## src/rtl/morra_match_sequencer.sv

```systemverilog
// Sequencer for one MorraCinese game core: game start/config, per-manche move
// collection from two independent players, single-cycle issue, result reporting.
module morra_match_sequencer #(
  parameter int unsigned TIMEOUT_CYCLES = 255,
  parameter int unsigned TO_W           = 16
) (
  input  logic       clk,
  input  logic       rst_n,
  input  logic       start_req,
  input  logic [3:0] start_len,
  output logic       start_ack,
  input  logic       p1_valid,
  input  logic [1:0] p1_move,
  output logic       p1_ready,
  input  logic       p2_valid,
  input  logic [1:0] p2_move,
  output logic       p2_ready,
  output logic       core_inizia,
  output logic [1:0] core_primo,
  output logic [1:0] core_secondo,
  input  logic [1:0] core_manche,
  input  logic [1:0] core_partita,
  output logic       res_valid,
  input  logic       res_ready,
  output logic [1:0] res_manche,
  output logic [1:0] res_partita,
  output logic [4:0] res_index,
  output logic       busy,
  output logic       timeout_err
);

  typedef enum logic [2:0] {
    S_IDLE, S_CONFIG, S_COLLECT, S_ISSUE, S_CAPTURE, S_REPORT
  } state_t;

  state_t          state;
  logic [1:0]      mv1_q, mv2_q;
  logic [TO_W-1:0] to_cnt;

  logic            take1, take2, got1, got2, expire;
  logic [1:0]      mv1_n, mv2_n;
  logic [TO_W-1:0] to_cnt_inc;

  // pN_ready is only ever high in COLLECT, and low there once N's move is held.
  always_comb begin
    take1      = p1_valid & p1_ready;
    take2      = p2_valid & p2_ready;
    got1       = ~p1_ready | take1;
    got2       = ~p2_ready | take2;
    mv1_n      = take1 ? p1_move : mv1_q;
    mv2_n      = take2 ? p2_move : mv2_q;
    to_cnt_inc = to_cnt + TO_W'(1);
    expire     = (to_cnt_inc == TO_W'(TIMEOUT_CYCLES));
  end

  // Outputs are loaded on the edge that enters a state, so each registered
  // output is valid for exactly the cycles spent in that state.
  // NOTE: every register here is updated with <= so all of them sample the
  // pre-edge values; a blocking = would let later statements see new values.
  always_ff @(posedge clk or negedge rst_n) begin
    if (!rst_n) begin
      // NOTE: every register, including the move latches, is reset; the
      // sequencer holds no storage array that could be left unreset.
      state        <= S_IDLE;
      mv1_q        <= 2'b00;
      mv2_q        <= 2'b00;
      to_cnt       <= '0;
      start_ack    <= 1'b0;
      p1_ready     <= 1'b0;
      p2_ready     <= 1'b0;
      core_inizia  <= 1'b0;
      core_primo   <= 2'b00;
      core_secondo <= 2'b00;
      res_valid    <= 1'b0;
      res_manche   <= 2'b00;
      res_partita  <= 2'b00;
      res_index    <= 5'd0;
      busy         <= 1'b0;
      timeout_err  <= 1'b0;
    end else begin
      start_ack    <= 1'b0;
      timeout_err  <= 1'b0;
      core_inizia  <= 1'b0;
      core_primo   <= 2'b00;
      core_secondo <= 2'b00;

      unique case (state)
        S_IDLE: begin
          if (start_req) begin
            start_ack    <= 1'b1;
            core_inizia  <= 1'b1;
            core_primo   <= start_len[3:2];
            core_secondo <= start_len[1:0];
            res_index    <= 5'd0;
            busy         <= 1'b1;
            state        <= S_CONFIG;
          end
        end

        S_CONFIG: begin
          to_cnt   <= '0;
          p1_ready <= 1'b1;
          p2_ready <= 1'b1;
          state    <= S_COLLECT;
        end

        S_COLLECT: begin
          to_cnt <= to_cnt_inc;
          if (expire) begin
            // Abort wins over any transfer landing in the same cycle.
            timeout_err <= 1'b1;
            busy        <= 1'b0;
            p1_ready    <= 1'b0;
            p2_ready    <= 1'b0;
            mv1_q       <= 2'b00;
            mv2_q       <= 2'b00;
            state       <= S_IDLE;
          end else begin
            if (take1) begin
              mv1_q    <= p1_move;
              p1_ready <= 1'b0;
            end
            if (take2) begin
              mv2_q    <= p2_move;
              p2_ready <= 1'b0;
            end
            if (got1 && got2) begin
              core_primo   <= mv1_n;
              core_secondo <= mv2_n;
              state        <= S_ISSUE;
            end
          end
        end

        S_ISSUE: begin
          mv1_q <= 2'b00;
          mv2_q <= 2'b00;
          state <= S_CAPTURE;
        end

        S_CAPTURE: begin
          res_manche  <= core_manche;
          res_partita <= core_partita;
          res_index   <= res_index + 5'd1;
          res_valid   <= 1'b1;
          state       <= S_REPORT;
        end

        S_REPORT: begin
          if (res_ready) begin
            res_valid <= 1'b0;
            if (res_partita != 2'b00) begin
              busy  <= 1'b0;
              state <= S_IDLE;
            end else begin
              to_cnt   <= '0;
              p1_ready <= 1'b1;
              p2_ready <= 1'b1;
              state    <= S_COLLECT;
            end
          end
        end

        default: state <= S_IDLE;
      endcase
    end
  end

endmodule

```

## config.mk

```make
export PLATFORM = sky130hd
export DESIGN_NAME = morra_match_sequencer
export DESIGN_NICKNAME = d
export VERILOG_FILES = /design/src/rtl/morra_match_sequencer.sv
export SDC_FILE = /design/constraint.sdc
export NUM_CORES = 1
export LEC_CHECK = 0
export BUFFER_PORTS_ARGS = -buffer_cell sky130_fd_sc_hd__buf_2
export CELL_PAD_IN_SITES_DETAIL_PLACEMENT = 1
export CELL_PAD_IN_SITES_GLOBAL_PLACEMENT = 2
export CORE_UTILIZATION = 31
export DETAILED_ROUTE_END_ITERATION = 8
export GPL_TIMING_DRIVEN = 1
export PLACE_DENSITY = 0.79
export SETUP_SLACK_MARGIN = 0.2
export SYNTH_ARGS = -nofsm -noshare
export SYNTH_HDL_FRONTEND = slang
export SYNTH_SLANG_ARGS = --single-unit
```

## constraint.sdc

```tcl
create_clock -name clk -period 2.1 [get_ports clk]
set_input_delay 0.21 -clock clk [delete_from_list [all_inputs] [get_ports clk]]
set_output_delay 0.21 -clock clk [all_outputs]
set_load 0.05 [all_outputs]
```

==> results.yml, run 1 <==
timing:
  relSlewSlack_pct: 62.9
  final-setup-viol-count: 0
  setup_tns_ps: 0
  hold_viol: 0
  fin_crit_sh_pct: 93.8
  layout_setup_ws_ps: 129
  fmax_ghz: 0.507
  tightest_slew_ps: 557
  rsz0062_at_grt: "yes"
  period_needed_ps: 1970
  hold_ws_ps: 97.3
  drv_slew: 0
  skew_ps: 13.0
critical_path:
  rr_worst_depth: 7
  crit_fanout: 14
  crit_chain: "ha_4, and3_4, a311oi_1, o221ai_1, a2111oi_4, buf_12, o32ai_1"
  slowest_delay_ps: 470
  cp-start-kind: "flip-flop"
  ff2ff_setup_slack_ps: 130
  timing.rr.start: "to_cnt[1]$_DFFE_PN0P_"
  crit_type: "reg2reg"
  critPathRequiredTime_ps: 2290
  endpoint_kind: "flip-flop"
  r2r-end: "state[0]$_DFFE_PN0P_"
  critPathArrivalTime_ps: 2160
  worst_path_max_delay_cell: "dfrtp_2"
run:
  drv_cap: 0
floorplan:
  start_util_pct: 32.5
  fp.coreArea_mm2: 0.00737
  ios: 38
  fp-row-count: 31
  die_area_mm2: 0.00808
  die_y_um: 89.9
  die_w_um: 89.9
power:
  p_clk_share_pct: 16.7
  peakVddDrop_uv: 669
  p_per_area_mw_per_mm2: 1180
  intPower_uw: 1800
  p_leak_uw: 0.00127
  pwr-share-seq_pct: 34.4
  net-switching-power_uw: 1660
  pwr-share-comb_pct: 48.9
  swShare_pct: 48.0
cells_and_area:
  instances_no_fill: 401
  synthToLayoutAreaGrowth_pct: 22.6
  antenna_cells: 0
  drive_above_1_share_pct: 36.4
  utilization_pct: 39.8
  nNetsFinal: 322
outcome:
  status: "completed"
clock_tree:
  tritoncts: "yes"
  insertion_delay_ps: 310
  cts_buffers: 5
  numClockSinks: 42
  htreeDepth: 2
  cts_root_buf: "clkbuf_8"
  clock_path_buffers: 2
  clk_pin_slew_ps: 100
route:
  drtIter0Drc: 147
  routed_wl_um: 6060
  wire_per_inst_um: 15.1
  vias: 2001
  firstDrtPassIters: 4
  drt-vias-per-instance: 4.99
  route.detailed.drc: 0
  ant_nets: 0
synthesis:
  synthTopCellsByArea: "dfrtp_1, nand2_1, o21ai_0"
  ys.warnings.count: 0
  synthFlopType: "dfrtp_1"
  synth_top_cells_by_count: "nand2_1, dfrtp_1, o21ai_0"
  syn_inst: 256
  synth.top_cell.area_share_pct: 43.9
  yosysTopAreaCell: "dfrtp_1"
  ys_types: 49
  synth_fp_nets: 277
  synth_edf_count: 0
  avgSynthCellArea_um2: 9.35
  yosysMostFrequentCell: "nand2_1"
  synthArstFlopShare_pct: 100
  ys_ff_latch: 42
  synth_area_mm2: 0.00239
  yosysSeqAreaShare_pct: 43.9
grt:
  first_global_vias: 1997
  grt_use_total_pct: 15.7
  grt-ovfl-total: 0
  grt_max_degree: 43
  grt_pass1_wl_um: 10100
  antenna_found_initial: 0
worst_hold_path:
  worstHoldStart: "start_len[2]"
  min_path_type: "in2reg"
  holdPathStages: 3
  hold_end: "core_primo[0]$_DFF_PN0_"
placed_design:
  globalplace.congestion: 0.783
  io_buffers: 37
  dp_cells: 390
  dp_slack_ps: 24.7
  dpl.hpwl_um: 4390
[area by class of cell]
class                      count  area (um^2)
clock buffer                   5         68.8
clock inverter                 3         26.3
fill                         878         4430
inverter                       4         15.0
multi-input combinational    192         1280
sequential                    42         1060
tap                           99          124
timing repair buffer          56          355
[timing repair]
| action | 4_1_cts | 5_1_grt |
|---|---|---|
| cloned | 0 | 0 |
| endpoints found under the setup margin | 29 | 17 |
| buffers inserted | 0 | 2 |
| hold endpoints to repair | 27 | 0 |
| resized for setup | 10 | 5 |
| pin swaps | 2 | 1 |
| hold buffers | 1 | 0 |
[placed cells by master (no fill, tap or decap), types with 4 or more instances in the layout]
cell and instances:
inv_1 4, nand2_1 44, nor2_1 21, nand3_1 8
o21ai_0 25, o21ai_2 9, o31ai_1 6, dfrtp_1 33
dfrtp_2 9, xnor2_1 6, buf_2 37, buf_4 16
mux2_2 9, nand2b_1 4, clkbuf_8 5, a21oi_1 7
[metal layers]
| layer | GRT usage, % | part of all wire [%] | vias up | wire length [um] |
|---|---|---|---|---|
| met5 | 0 | 0 | - | 0 |
| met4 | 4.84 | 1.3 | 0 | 76 |
| met3 | 3.05 | 2.4 | 7 | 145 |
| met2 | 25.4 | 48 | 26 | 2900 |
| met1 | 21.1 | 48 | 980 | 2940 |
| li1 | - | - | 988 | - |
[cell families after synthesis]
logic type | count (synthesis) | share of synthesized area (%)
flip-flops | 42 | 43.9
buffers and inverters | 22 | 5.70
XOR/XNOR | 9 | 3.29
AO/OA/AOI/OAI | 66 | 19.1
adder cells (fa/ha/maj) | 3 | 1.57
AND/OR/NAND/NOR | 104 | 21.7
multiplexers | 10 | 4.65
[worst max-delay path by stage]
| stage | start | endpoint | depth (start not counted) |
|---|---|---|---|
| 3_3_place_gp | to_cnt[2]$_DFFE_PN0P_ | state[0]$_DFFE_PN0P_ | 6 |
| 2_1_floorplan | to_cnt[1]$_DFFE_PN0P_ | state[1]$_DFFE_PN0P_ | 7 |
| 4_1_cts | to_cnt[0]$_DFFE_PN0P_ | state[0]$_DFFE_PN0P_ | 7 |
| 5_1_grt | to_cnt[1]$_DFFE_PN0P_ | timeout_err$_DFF_PN0_ | 7 |
| 3_5_place_dp | state[0]$_DFFE_PN0P_ | to_cnt[2]$_DFFE_PN0P_ | 5 |
| 6_report | to_cnt[1]$_DFFE_PN0P_ | state[0]$_DFFE_PN0P_ | 7 |
[metrics by stage]
stage          area, um^2  power, uW
2_1_floorplan        2440       2390
3_3_place_gp         2780       2820
3_5_place_dp         2780       2860
4_1_cts              2900       3470
5_1_grt              2940       3690
6_report             2940       3460
[sequential cells by signal, indices dropped and copies added, names as in the netlist]
register and cells:
to_cnt 16, res_index 5, state 3, core_primo 2
core_secondo 2, mv1_q 2, mv2_q 2, res_manche 2
res_partita 2, busy 1, core_inizia 1, p1_ready 1
p2_ready 1, res_valid 1, timeout_err 1
[worst max-delay path, delay by kind of cell, from the launching register on]
family | cells | cell delay, ps
fa+ha+maj | 1 | 210
simple gates | 1 | 150
compound gates | 4 | 820
buf+inv | 1 | 200
flops | 1 | 470
[power groups by stage]
stage                     Sequential, uW  Combinational [uW]  Clock [uW]
final                               1190                1700         577
after global routing                1220                1830         634
after floorplan                     1560                 835           0
after global placement              1190                1630           0
after detailed placement            1200                1660           0
after CTS                           1190                1670         601
Power figures use the tool's default switching activity.
==> run 2: changes to the inputs <==
--- a/config.mk
+++ b/config.mk
@@ -12,7 +12,7 @@
 export DETAILED_ROUTE_END_ITERATION = 8
 export GPL_TIMING_DRIVEN = 1
 export PLACE_DENSITY = 0.79
-export SETUP_SLACK_MARGIN = 0.2
+export SETUP_SLACK_MARGIN = 0.1
 export SYNTH_ARGS = -nofsm -noshare
 export SYNTH_HDL_FRONTEND = slang
 export SYNTH_SLANG_ARGS = --single-unit
==> run 2 against run 1 <==
  * Sequential power is essentially flat
  * Sequential cell count is the same
  * Highest routed layer unchanged
  * Register-to-register slack got worse by 70 ps
  * Die area unchanged
  * Wire length increased by 3.6%
  * Final cell count increased by 2.2%
  * Maximum frequency fell by 3.3%
  * Cell area rose by 3.3%
  * Critical path depth increased by 1
  * Clock power grew 14%
  * Core utilization up 1.3 points
  * Count of clock-buffer cells in the layout stayed put
==> results.yml, run 2 (synthesized netlist as in run 1, its figures left out) <==
outcome:
  status: "completed"
clock_tree:
  insertion_delay_ps: 300
  clock_path_buffers: 2
  clk_pin_slew_ps: 90
  htreeDepth: 2
  tritoncts: "yes"
  cts_root_buf: "clkbuf_8"
  cts_buffers: 5
  numClockSinks: 42
route:
  drtIter0Drc: 74
  wire_per_inst_um: 15.3
  ant_nets: 0
  route.detailed.drc: 0
  drt-vias-per-instance: 5.02
  firstDrtPassIters: 4
  vias: 2060
  routed_wl_um: 6280
placed_design:
  io_buffers: 37
  dp_cells: 394
  globalplace.congestion: 0.816
  dpl.hpwl_um: 4580
  place_area_mm2: 0.00279
cells_and_area:
  nNetsFinal: 331
  instances_no_fill: 410
  synthToLayoutAreaGrowth_pct: 26.7
  final_area_mm2: 0.00303
  drive_above_1_share_pct: 38.6
  largest_register_ffs: 16
  top_regs: "to_cnt: 16 flops, res_index: 5 flops, state: 3 flops"
  top_register: "to_cnt"
  antenna_cells: 0
  most-common-layout-cells: "nand2_1, buf_2, dfrtp_1"
  final_common_cell: "nand2_1"
run:
  drv_cap: 0
floorplan:
  fp.coreArea_mm2: 0.00737
  die_y_um: 89.9
  die_w_um: 89.9
  ios: 38
  fp-row-count: 31
  die_area_mm2: 0.00808
  start_util_pct: 32.5
worst_hold_path:
  min_path_type: "in2reg"
  worstHoldStart: "start_len[0]"
  hold_end: "core_secondo[0]$_DFF_PN0_"
  holdPathStages: 3
timing:
  rsz0062_at_grt: "yes"
  final-setup-viol-count: 0
  hold_viol: 0
  skew_ps: 6.03
  fin_crit_sh_pct: 97.0
  hold_ws_ps: 110
  drv_slew: 0
  period_needed_ps: 2040
  tightest_slew_ps: 651
  setup_tns_ps: 0
  relSlewSlack_pct: 56.6
  fmax_ghz: 0.491
critical_path:
  timing.rr.start: "to_cnt[0]$_DFFE_PN0P_"
  crit_type: "reg2reg"
  r2r-end: "state[0]$_DFFE_PN0P_"
  crit_fanout: 7
  cp-start-kind: "flip-flop"
  critPathRequiredTime_ps: 2280
  rr_worst_depth: 8
  endpoint_kind: "flip-flop"
  critPathArrivalTime_ps: 2210
  ff2ff_setup_slack_ps: 60
grt:
  grt_max_degree: 24
  grt_use_total_pct: 15.7
  first_global_vias: 2014
  grt-ovfl-total: 0
  antenna_found_initial: 0
  grt_pass1_wl_um: 10200
power:
  peakVddDrop_uv: 591
  p_per_area_mw_per_mm2: 1160
  p_leak_uw: 0.00134
  power.total_uw: 3520
## run 2: cell types whose count changed in the layout (fill, tap and decap cells not counted), moves of 2 or more
cell | before | now
buf_4 | 16 | 24
clkinv_2 | 0 | 2
dfrtp_1 | 33 | 35
dfrtp_2 | 9 | 7
inv_6 | 3 | 0
nand3_2 | 2 | 4
## run 2: how the worst max path moves through the flow
stage                                startpoint              endpoint  slack [ps]  cells after the start
after floorplan           to_cnt[1]$_DFFE_PN0P_      busy$_DFFE_PN0P_         110                      7
after global placement    to_cnt[0]$_DFFE_PN0P_  state[0]$_DFFE_PN0P_          50                      7
after detailed placement  to_cnt[0]$_DFFE_PN0P_  state[0]$_DFFE_PN0P_          20                      7
after CTS                 to_cnt[1]$_DFFE_PN0P_  state[0]$_DFFE_PN0P_          80                      7
after global routing      to_cnt[0]$_DFFE_PN0P_  state[0]$_DFFE_PN0P_          -4                      8
final                     to_cnt[0]$_DFFE_PN0P_  state[0]$_DFFE_PN0P_          60                      8
## run 2: power by group
part	total, uW	switching (uW)	internal [uW]
logic	1660	1110	551
registers	1190	188	1000
clock network	660	309	351
total	3520	1610	1900
## run 2: metrics by stage
step           utilization (%)  worst slack (ps)
6_report                  41.2              62.4
5_1_grt                   41.2             -3.87
4_1_cts                   39.6              82.1
3_5_place_dp              37.9              20.9
3_3_place_gp              37.9              50.7
2_1_floorplan                -               107
## run 2: layout make-up
cell class / instances / area (um^2)
Sequential cell: 42 / 1060
Clock inverter: 3 / 40.0
Inverter: 4 / 15.0
Fill cell: 882 / 4340
Tap cell: 99 / 124
Timing Repair Buffer: 65 / 440
Multi-Input combinational cell: 192 / 1280
Clock buffer: 5 / 68.8
## run 2: worst max-delay path, stage by stage (launching register included)
cell and delay, ps:
dfrtp_2 430, nand3_2 180, buf_4 210, nor4_2 300, a21oi_2 120, a2111oi_4 270
buf_4 200, buf_12 130, o32ai_1 70
## run 2: routing by layer
layer / vias to the layer above / routed length (um) / track usage (%)
met2: 29 / 3020 / 24.7
met5: - / 0 / 0
met1: 1018 / 3040 / 22.0
met3: 5 / 143 / 2.71
li1: 1008 / - / -
met4: 0 / 77 / 4.84
## run 2: timing repair
item	4_1_cts	5_1_grt
endpoints found under the hold margin	19	0
setup endpoints to repair	24	14
buffers inserted	0	6
hold buffers	1	0
gates cloned	0	1
gates resized for setup	3	12
pin swaps	2	11
